### config.mk
export PLATFORM = sky130hd
export DESIGN_NAME = router_pkt_ctrl
export DESIGN_NICKNAME = d
export VERILOG_FILES = /design/src/rtl/router_pkt_ctrl.sv
export SDC_FILE = /design/constraint.sdc
export NUM_CORES = 1
export LEC_CHECK = 0
export ABC_AREA = 1
export BUFFER_PORTS_ARGS = -buffer_cell sky130_fd_sc_hd__buf_2
export CAP_MARGIN = 25
export CORE_UTILIZATION = 50
export DETAILED_ROUTE_END_ITERATION = 6
export PLACE_DENSITY_LB_ADDON = 0.25
export SYNTH_ARGS = -nofsm -noshare
export SYNTH_HDL_FRONTEND = slang
export SYNTH_SLANG_ARGS = --single-unit
export TNS_END_PERCENT = 100
### constraint.sdc
create_clock -name clk -period 1.8 [get_ports clk]
set_clock_uncertainty 0.1 [all_clocks]
set_input_delay 0.54 -clock clk [delete_from_list [all_inputs] [get_ports clk]]
set_output_delay 0.54 -clock clk [all_outputs]
set_load 0.005 [all_outputs]
### src/rtl/router_pkt_ctrl.sv
// router_pkt_ctrl: packet-sequencing controller for the 1x3 router.
// Steps the register/sync datapath through header, payload, parity and
// FIFO-full phases, and honours per-port soft resets from the sync block.
// Optional feature macro: ROUTER_CTRL_WAIT_TIMEOUT_EN enables a bounded wait
// in WAIT_TILL_EMPTY that drops the packet after WAIT_LIMIT cycles.
module router_pkt_ctrl #(
   parameter int WAIT_LIMIT = 30
) (
   input  logic       clk,
   input  logic       reset,
   input  logic       pkt_valid,
   input  logic [1:0] data_in,
   input  logic       fifo_full,
   input  logic       fifo_empty_0,
   input  logic       fifo_empty_1,
   input  logic       fifo_empty_2,
   input  logic       soft_reset_0,
   input  logic       soft_reset_1,
   input  logic       soft_reset_2,
   input  logic       parity_done,
   input  logic       low_pkt_valid,
   output logic       detect_add,
   output logic       lfd_state,
   output logic       ld_state,
   output logic       laf_state,
   output logic       full_state,
   output logic       rst_int_reg,
   output logic       write_enb_reg,
   output logic       busy,
   output logic       wait_timeout
);

   typedef enum logic [3:0] {
      DECODE_ADDRESS     = 4'd0,
      LOAD_FIRST_DATA    = 4'd1,
      LOAD_DATA          = 4'd2,
      LOAD_PARITY        = 4'd3,
      FIFO_FULL_STATE    = 4'd4,
      LOAD_AFTER_FULL    = 4'd5,
      WAIT_TILL_EMPTY    = 4'd6,
      CHECK_PARITY_ERROR = 4'd7,
      DROP_PKT           = 4'd8
   } state_t;

   state_t     r_state;
   state_t     w_nextState;
   logic [1:0] r_addr;
   logic [1:0] w_emptyIdx;
   logic       w_emptySel;
   logic       w_srSel;
   logic       w_softReset;
   logic       w_timeoutFire;

   // Empty flag of the port being addressed: the live header field while
   // decoding, the latched address once the packet is under way.
   always_comb begin
      w_emptyIdx = (r_state == DECODE_ADDRESS) ? data_in : r_addr;
      w_emptySel = 1'b0;
      case (w_emptyIdx)
         2'd0:    w_emptySel = fifo_empty_0;
         2'd1:    w_emptySel = fifo_empty_1;
         2'd2:    w_emptySel = fifo_empty_2;
         default: w_emptySel = 1'b0;
      endcase
   end

   // Soft reset of the latched port; address 3 has no port and never resets.
   always_comb begin
      w_srSel = 1'b0;
      case (r_addr)
         2'd0:    w_srSel = soft_reset_0;
         2'd1:    w_srSel = soft_reset_1;
         2'd2:    w_srSel = soft_reset_2;
         default: w_srSel = 1'b0;
      endcase
   end

   // Soft reset only aborts a packet in progress; idle and dropping states
   // have no FIFO traffic to abandon.
   assign w_softReset = w_srSel && (r_state != DECODE_ADDRESS) && (r_state != DROP_PKT);

`ifdef ROUTER_CTRL_WAIT_TIMEOUT_EN
   localparam int CW = $clog2(WAIT_LIMIT + 1);

   logic [CW-1:0] r_waitCnt;
   logic [CW-1:0] w_cntInc;

   assign w_cntInc      = r_waitCnt + 1'b1;
   assign w_timeoutFire = (r_state == WAIT_TILL_EMPTY) && !w_emptySel &&
                          (w_cntInc == CW'(WAIT_LIMIT));

   // Count cycles spent waiting; the count restarts every time the state is entered.
   always_ff @(posedge clk) begin
      if (reset) begin
         r_waitCnt <= '0;
      end else if (r_state == WAIT_TILL_EMPTY) begin
         r_waitCnt <= w_cntInc;
      end else begin
         r_waitCnt <= '0;
      end
   end
`else
   logic w_unusedLimit;

   assign w_unusedLimit = (WAIT_LIMIT > 0);
   assign w_timeoutFire = 1'b0;
`endif

   // Next-state selection; soft reset overrides every ordinary transition.
   always_comb begin
      w_nextState = r_state;
      case (r_state)
         DECODE_ADDRESS: begin
            if (pkt_valid) begin
               if (data_in == 2'd3)  w_nextState = DROP_PKT;
               else if (w_emptySel)  w_nextState = LOAD_FIRST_DATA;
               else                  w_nextState = WAIT_TILL_EMPTY;
            end
         end
         LOAD_FIRST_DATA: w_nextState = LOAD_DATA;
         LOAD_DATA: begin
            if (fifo_full)       w_nextState = FIFO_FULL_STATE;
            else if (!pkt_valid) w_nextState = LOAD_PARITY;
         end
         FIFO_FULL_STATE: begin
            if (!fifo_full) w_nextState = LOAD_AFTER_FULL;
         end
         LOAD_AFTER_FULL: begin
            if (parity_done)        w_nextState = DECODE_ADDRESS;
            else if (low_pkt_valid) w_nextState = LOAD_PARITY;
            else                    w_nextState = LOAD_DATA;
         end
         LOAD_PARITY: w_nextState = CHECK_PARITY_ERROR;
         CHECK_PARITY_ERROR: begin
            if (fifo_full) w_nextState = FIFO_FULL_STATE;
            else           w_nextState = DECODE_ADDRESS;
         end
         WAIT_TILL_EMPTY: begin
            if (w_emptySel)         w_nextState = LOAD_FIRST_DATA;
            else if (w_timeoutFire) w_nextState = DROP_PKT;
         end
         DROP_PKT: begin
            if (!pkt_valid) w_nextState = DECODE_ADDRESS;
         end
         default: w_nextState = DECODE_ADDRESS;
      endcase
      if (w_softReset) w_nextState = DECODE_ADDRESS;
   end

   // Latch the destination port when a header is accepted.
   always_ff @(posedge clk) begin
      if (reset) begin
         r_addr <= 2'd0;
      end else if ((r_state == DECODE_ADDRESS) && pkt_valid) begin
         r_addr <= data_in;
      end
   end

   // State register with outputs decoded from the next state, so every
   // strobe is a flop that tracks the state it belongs to.
   always_ff @(posedge clk) begin
      if (reset) begin
         r_state       <= DECODE_ADDRESS;
         detect_add    <= 1'b1;
         lfd_state     <= 1'b0;
         ld_state      <= 1'b0;
         laf_state     <= 1'b0;
         full_state    <= 1'b0;
         rst_int_reg   <= 1'b0;
         write_enb_reg <= 1'b0;
         busy          <= 1'b0;
         wait_timeout  <= 1'b0;
      end else begin
         r_state       <= w_nextState;
         detect_add    <= (w_nextState == DECODE_ADDRESS);
         lfd_state     <= (w_nextState == LOAD_FIRST_DATA);
         ld_state      <= (w_nextState == LOAD_DATA);
         laf_state     <= (w_nextState == LOAD_AFTER_FULL);
         full_state    <= (w_nextState == FIFO_FULL_STATE);
         rst_int_reg   <= (w_nextState == CHECK_PARITY_ERROR);
         write_enb_reg <= (w_nextState == LOAD_DATA) ||
                          (w_nextState == LOAD_PARITY) ||
                          (w_nextState == LOAD_AFTER_FULL);
         busy          <= (w_nextState == LOAD_FIRST_DATA) ||
                          (w_nextState == LOAD_PARITY) ||
                          (w_nextState == FIFO_FULL_STATE) ||
                          (w_nextState == LOAD_AFTER_FULL) ||
                          (w_nextState == WAIT_TILL_EMPTY) ||
                          (w_nextState == CHECK_PARITY_ERROR);
         wait_timeout  <= w_timeoutFire && (w_nextState == DROP_PKT);
      end
   end

endmodule

* After elaboration in Yosys (flattened, before gate mapping) *
Index checks and enable logic that the tools add are counted.

operators by class
  equality and inequality tests = 21
  muxes and demuxes = 16
  reduce and logical (&&, ||, !) cells = 15

operators with widths
  cell                                                  count
  case mux 4 bit (9 select lines)                       1
  equality test 4 x 3 -> 1 bit (second input constant)  8
  two-way mux 4 bit                                     8
  equality test 4 x 2 -> 1 bit (second input constant)  4
  equality test 4 x 1 -> 1 bit (second input constant)  2
  zero test 4 bit                                       2
  logical OR 1 bit                                      7
  equality test 2 bit (second input constant)           3
  two-way mux 3 bit                                     2
  case mux 1 bit (3 select lines)                       2
  equality test 2 x 1 -> 1 bit (second input constant)  2
  equality test 4 bit (second input constant)           1
  zero test 2 bit                                       2
  two-way mux 2 bit                                     2
  inequality test 4 bit (second input constant)         1
  nonzero test 4 bit                                    1
  logical AND 1 bit                                     3
  two-way mux 1 bit                                     1

word-level totals
  register bits = 14
  input port bits = 14
  word-level logic and storage cells = 62
  output and inout port bits = 9

* Depth between registers and ports, before layout *
  depth in word-level cells = 15
  mapped depth = 14
  depth with buffers taken out = 14

* Worst setup path after synthesis *
Ideal clock, no wire load.

  path kind = flip-flop to flip-flop
  start point = register r_state[1]
  end point = register write_enb_reg
  path slack = 0.183 ns
  stages on the path, launching flop included = 13
  arrival = 1.399 ns
  period minus slack after synthesis = 1.617 ns
  library setup time = 0.119 ns
  buffers on the path = 0
  data required time = 1.581 ns
  cells stage by stage = dfxtp_1 nor2_4 nand2_4 inv_2 nand2_2 a21oi_2 nand3_1 nand2_1 nor2_1 nor2_2 nor2_1 nand2_1 nand3_2

on the way
  cells in the longest elaborated chain, start to end = 12
  elaborated cells between the ends (all ways) = 33
  those cells by class = eq/ne: 14; mux: 12; reduce/logical: 7

ends and longest elaborated chain
  what                                                    line      source
  start: declaration                                      45        state_t r_state;
  start signal: assignment                                174       r_state <= w_nextState;
  zero test 4 bit                                         57, 112
  two-way mux 2 bit                                       57        w_emptyIdx = (r_state == DECODE_ADDRESS) ? data_in : r_addr;
  equality test 2 bit, or another cell as far along       59        case (w_emptyIdx)
  case mux 1 bit (3 select lines)                         59
  two-way mux 3 bit                                       116       else if (w_emptySel) w_nextState = LOAD_FIRST_DATA;
  two-way mux 4 bit                                       115       if (data_in == 2'd3) w_nextState = DROP_PKT;
  two-way mux 4 bit                                       114       if (pkt_valid) begin
  case mux 4 bit (9 select lines)                         112       case (r_state)
  two-way mux 4 bit (*)                                   147       if (w_softReset) w_nextState = DECODE_ADDRESS;
  equality test 4 x 2 -> 1 bit, on equally long branches  181, 182
  logical OR 1 bit                                        181       write_enb_reg <= (w_nextState == LOAD_DATA) ||
  logical OR 1 bit (*)                                    182       (w_nextState == LOAD_PARITY) ||
  end signal: assignment                                  181
  end: declaration                                        28        output logic write_enb_reg,

Every way passes the cells marked *; elsewhere a longest branch is shown, timed or not.
A chain may end at the register's enable or synchronous reset.

* Worst setup path after layout *
Same ends and word-level chain as after synthesis.

==> results <==
- The floorplan step defined a die boundary enclosing 1816 µm².
- The initial antenna violation count is 0.
- Before antenna repair, the detailed router went through 4 iterations.
- Including well taps, the total number of placed cells is between 150 and 200.
- The global placer's final weighted congestion is 0.8282.
- The CTS tree is done.
- The sum of net half-perimeters after detailed placement is 1.460 mm.
- The mean instance size in the synthesized netlist is 6.759 µm².
- The number of pins with negative max-slew slack in the final report is 0.
- In the final layout, the share of cells above drive strength 1 is 47.13%.
- The antenna diode count is 0.
- The number of standard cells after synthesis is 122.
- In the layout the commonest cells are inv_1 (21), buf_2 (21), nand2_1 (17), buf_4 (11), dfxtp_1 (10).
- The count of unique library cells instantiated by Yosys is 26.
- The clock root buffer is clkbuf_4.
- Hold is met by 332.2 ps.
- The region available for standard cell placement spans ~1500 µm².
- The Yosys step of the flow raised 0 warnings.
- The setup-violating endpoint count in the final report is 2.
- The utilization after layout is 75.29%.
- The count of input and output buffers is 21.
- Timing analysis after detailed placement gives a worst setup slack of -52.71 ps.
- In this run the horizontal extent of the chip is approximately 43 µm.
- The first global-routing pass estimated 2.849 mm of wire.
- The number of nets produced by synthesis is 136.
- The cell leakage power is 0.6201 nW.
- The top fanout value on the critical path is 6.
- The worst setup path is of the flop to flop kind.
- The register with the most flip-flops in the layout has 4 of them.
- The tool flagged a number of max-cap violations equal to 0.
- The number of vias per cell after detailed routing is 5.075.
- Walking the worst path, the cells encountered are nor2_4 > buf_4 > nand3_1 > nand3b_1 > nand3_2 > nand3_2 > nand2_2 > nor2_4 > nor2_4 > nor2_2 > nand2_1 > nand3_2.
- The aggregate global routing overflow is 0.
- Entering global routing, the biggest net connects 9 pins.
- The via count of the first global-routing pass came to 708.
- In this run the remaining antenna-violating nets after routing total 0.
- The element type at the critical path start is a flop.
- After detailed routing, the total wire length is 1.959 mm.
- The number of buffers inserted by hold repair at cts is 0.
- The final critical path takes up 100.6% of the cycle.
- Based on the critical path, the design can be clocked at up to approximately 550 MHz.
- Once layout is complete, the cells apart from fillers number between 150 and 200.
- The sequential area share after synthesis is 33.99%.
- The kind of cell with the highest combined delay along the critical path is simple AND/OR/NAND/NOR gates.
- The required time reported for the critical path endpoint is about 1900 ps.
- The die outline height is between 40 and 50 µm.
- After layout, the worst setup slack is -10.16 ps.
- Of all cell types, the one taking the most synthesized area is dfxtp_1.
- Clock tree synthesis inserted a total of 3 buffers.
- The data arrival time at the worst-slack endpoint is 1930 ps.
- The number of hold-slack violations in the final timing report is 0.
- The largest registers in the layout are r_state: 4 flops, r_addr: 2 flops.
- The number of ports placed on the die boundary is 23.
- The run finished, with violations left.
- Dividing the detail-routed wire length by the instance count gives 11.32 µm.
- The initialized floorplan defines 14 standard-cell rows.
- The largest individual stage delay along the critical path comes from the cell dfxtp_4.
- The checks that failed: negative setup slack.
- Setup repair after global routing could not meet its margin everywhere.
- The post-route total power is 2.299 mW.
- The delay of the slowest critical-path stage is 370 ps.
- The power density over the cells is 2004 nW/µm².
- For this run, design rule violations remaining after detail routing come to 0.
- The overall via count from detail_route is 878.
- The worst min-delay path category is input port to flop.
- The summed instance area of the synthesized netlist is around 820 µm².
- The shortest clock period the worst path allows after layout is 1810 ps.
- Counting both buffers and inverters, the worst setup path holds a total of 1.
- The clock-pin slew of the registers on the worst-case setup and hold paths is 70 ps.
- The deepest level of the CTS H-tree is 1.
- For the worst-skew pair, the clock arrives at the later sink with an insertion delay of ~270 ps.
- The starting DRC count in detailed routing is 19.
- At the end of the flow, the number of nets in the layout was 172.
- Relative to the synthesized area, the layout overhead comes to 39.15%.
- Ranked by flip-flop count, first place goes to r_state.
- The number of register bits inferred by synthesis is 14.
- The top-area cell type share of the netlist area is between 30% and 40%.
- By area the synthesized netlist is led by dfxtp_1 (34%), inv_1 (10%), nand2_1 (10%).
- The kind of end point of the critical path is a flop.
- The clock drives 14 sinks.
- IR analysis of the VDD net gives a maximum drop of 1195 µV.
- The clock passes through at most 2 buffers.
- The initial utilization of the core area, before any placement, comes to about 54%.
- The total track usage is around a fifth.
cell usage after synthesis (all sizes together):
cell type	number
and2	1
o211ai	1
o21a	1
a2111oi	1
nand3b	1
nor3	5
inv	26
nand3	14
buf	1
nand2	27
dfxtp	14
nand4	2
or2	1
o21ai	5
a21oi	7
conb	1
nor2	14
power breakdown:
part / switching [mW] / leakage [nW] / internal (mW)
registers: 0.0797 / 0.117 / 0.430
clock network: 0.0920 / 0.0210 / 0.123
logic: 0.957 / 0.482 / 0.618
cell families after synthesis:
group                  Yosys count  share of synthesized area [%]
buffers and inverters           27                          12.75
other                            1                         0.4548
AND/OR/NAND/NOR                 65                          41.73
flip-flops                      14                          33.99
AO/OA/AOI/OAI                   15                          11.08
worst reg2reg max path, delay by kind of cell, from the launching register on:
family | cells | cell delay (ps)
buf+inv | 1 | 140
flops | 1 | 370
simple gates | 11 | 1140
area by class of cell:
class                           instances  area [µm²]
Sequential cell                        14       287.8
Inverter                               26       100.1
Tap cell                               16       20.02
Fill cell                             113       376.6
Clock buffer                            4       36.28
Multi-Input combinational cell         81       515.5
Timing Repair Buffer                   32       187.7
timing repair:
action,in CTS,in global routing
hold endpoints to repair,0,0
setup buffers,0,4
endpoints found under the setup margin,2,10
resized for setup,0,27
pin swaps,2,12
per-stage QoR:
step / cell area (µm²) / TNS [ps]
2_1_floorplan: 824.5 / 0
3_3_place_gp: 994.7 / -3.957
3_5_place_dp: 994.7 / -269.6
4_1_cts: 1031 / 0
5_1_grt: 1147 / -640.3
6_report: 1147 / -18.93
metal layers:
layer | vias to the layer above | track usage (%) | routed length (µm) | part of all wire (%)
li1 | 451 | - | - | -
met1 | 399 | 25.60 | 875 | 45
met2 | 24 | 35.08 | 960 | 49
met3 | 4 | 7.759 | 85 | 4.3
met4 | 0 | 5.625 | 37 | 1.9
met5 | - | 0 | 0 | 0
worst paths after layout:
| kind | startpoint | to | slack (ps) | cells past startpoint |
|---|---|---|---|---|
| setup / recovery | r_state[1] | write_enb_reg | -10 | 12 |
| hold / removal | reset | r_state[3] | 330 | 2 |
| setup reg to reg | r_state[1] | write_enb_reg | -10 | 12 |
| hold reg to reg | r_addr[0] | r_addr[0] | 440 | 2 |
(Power assumes the default switching activity.)
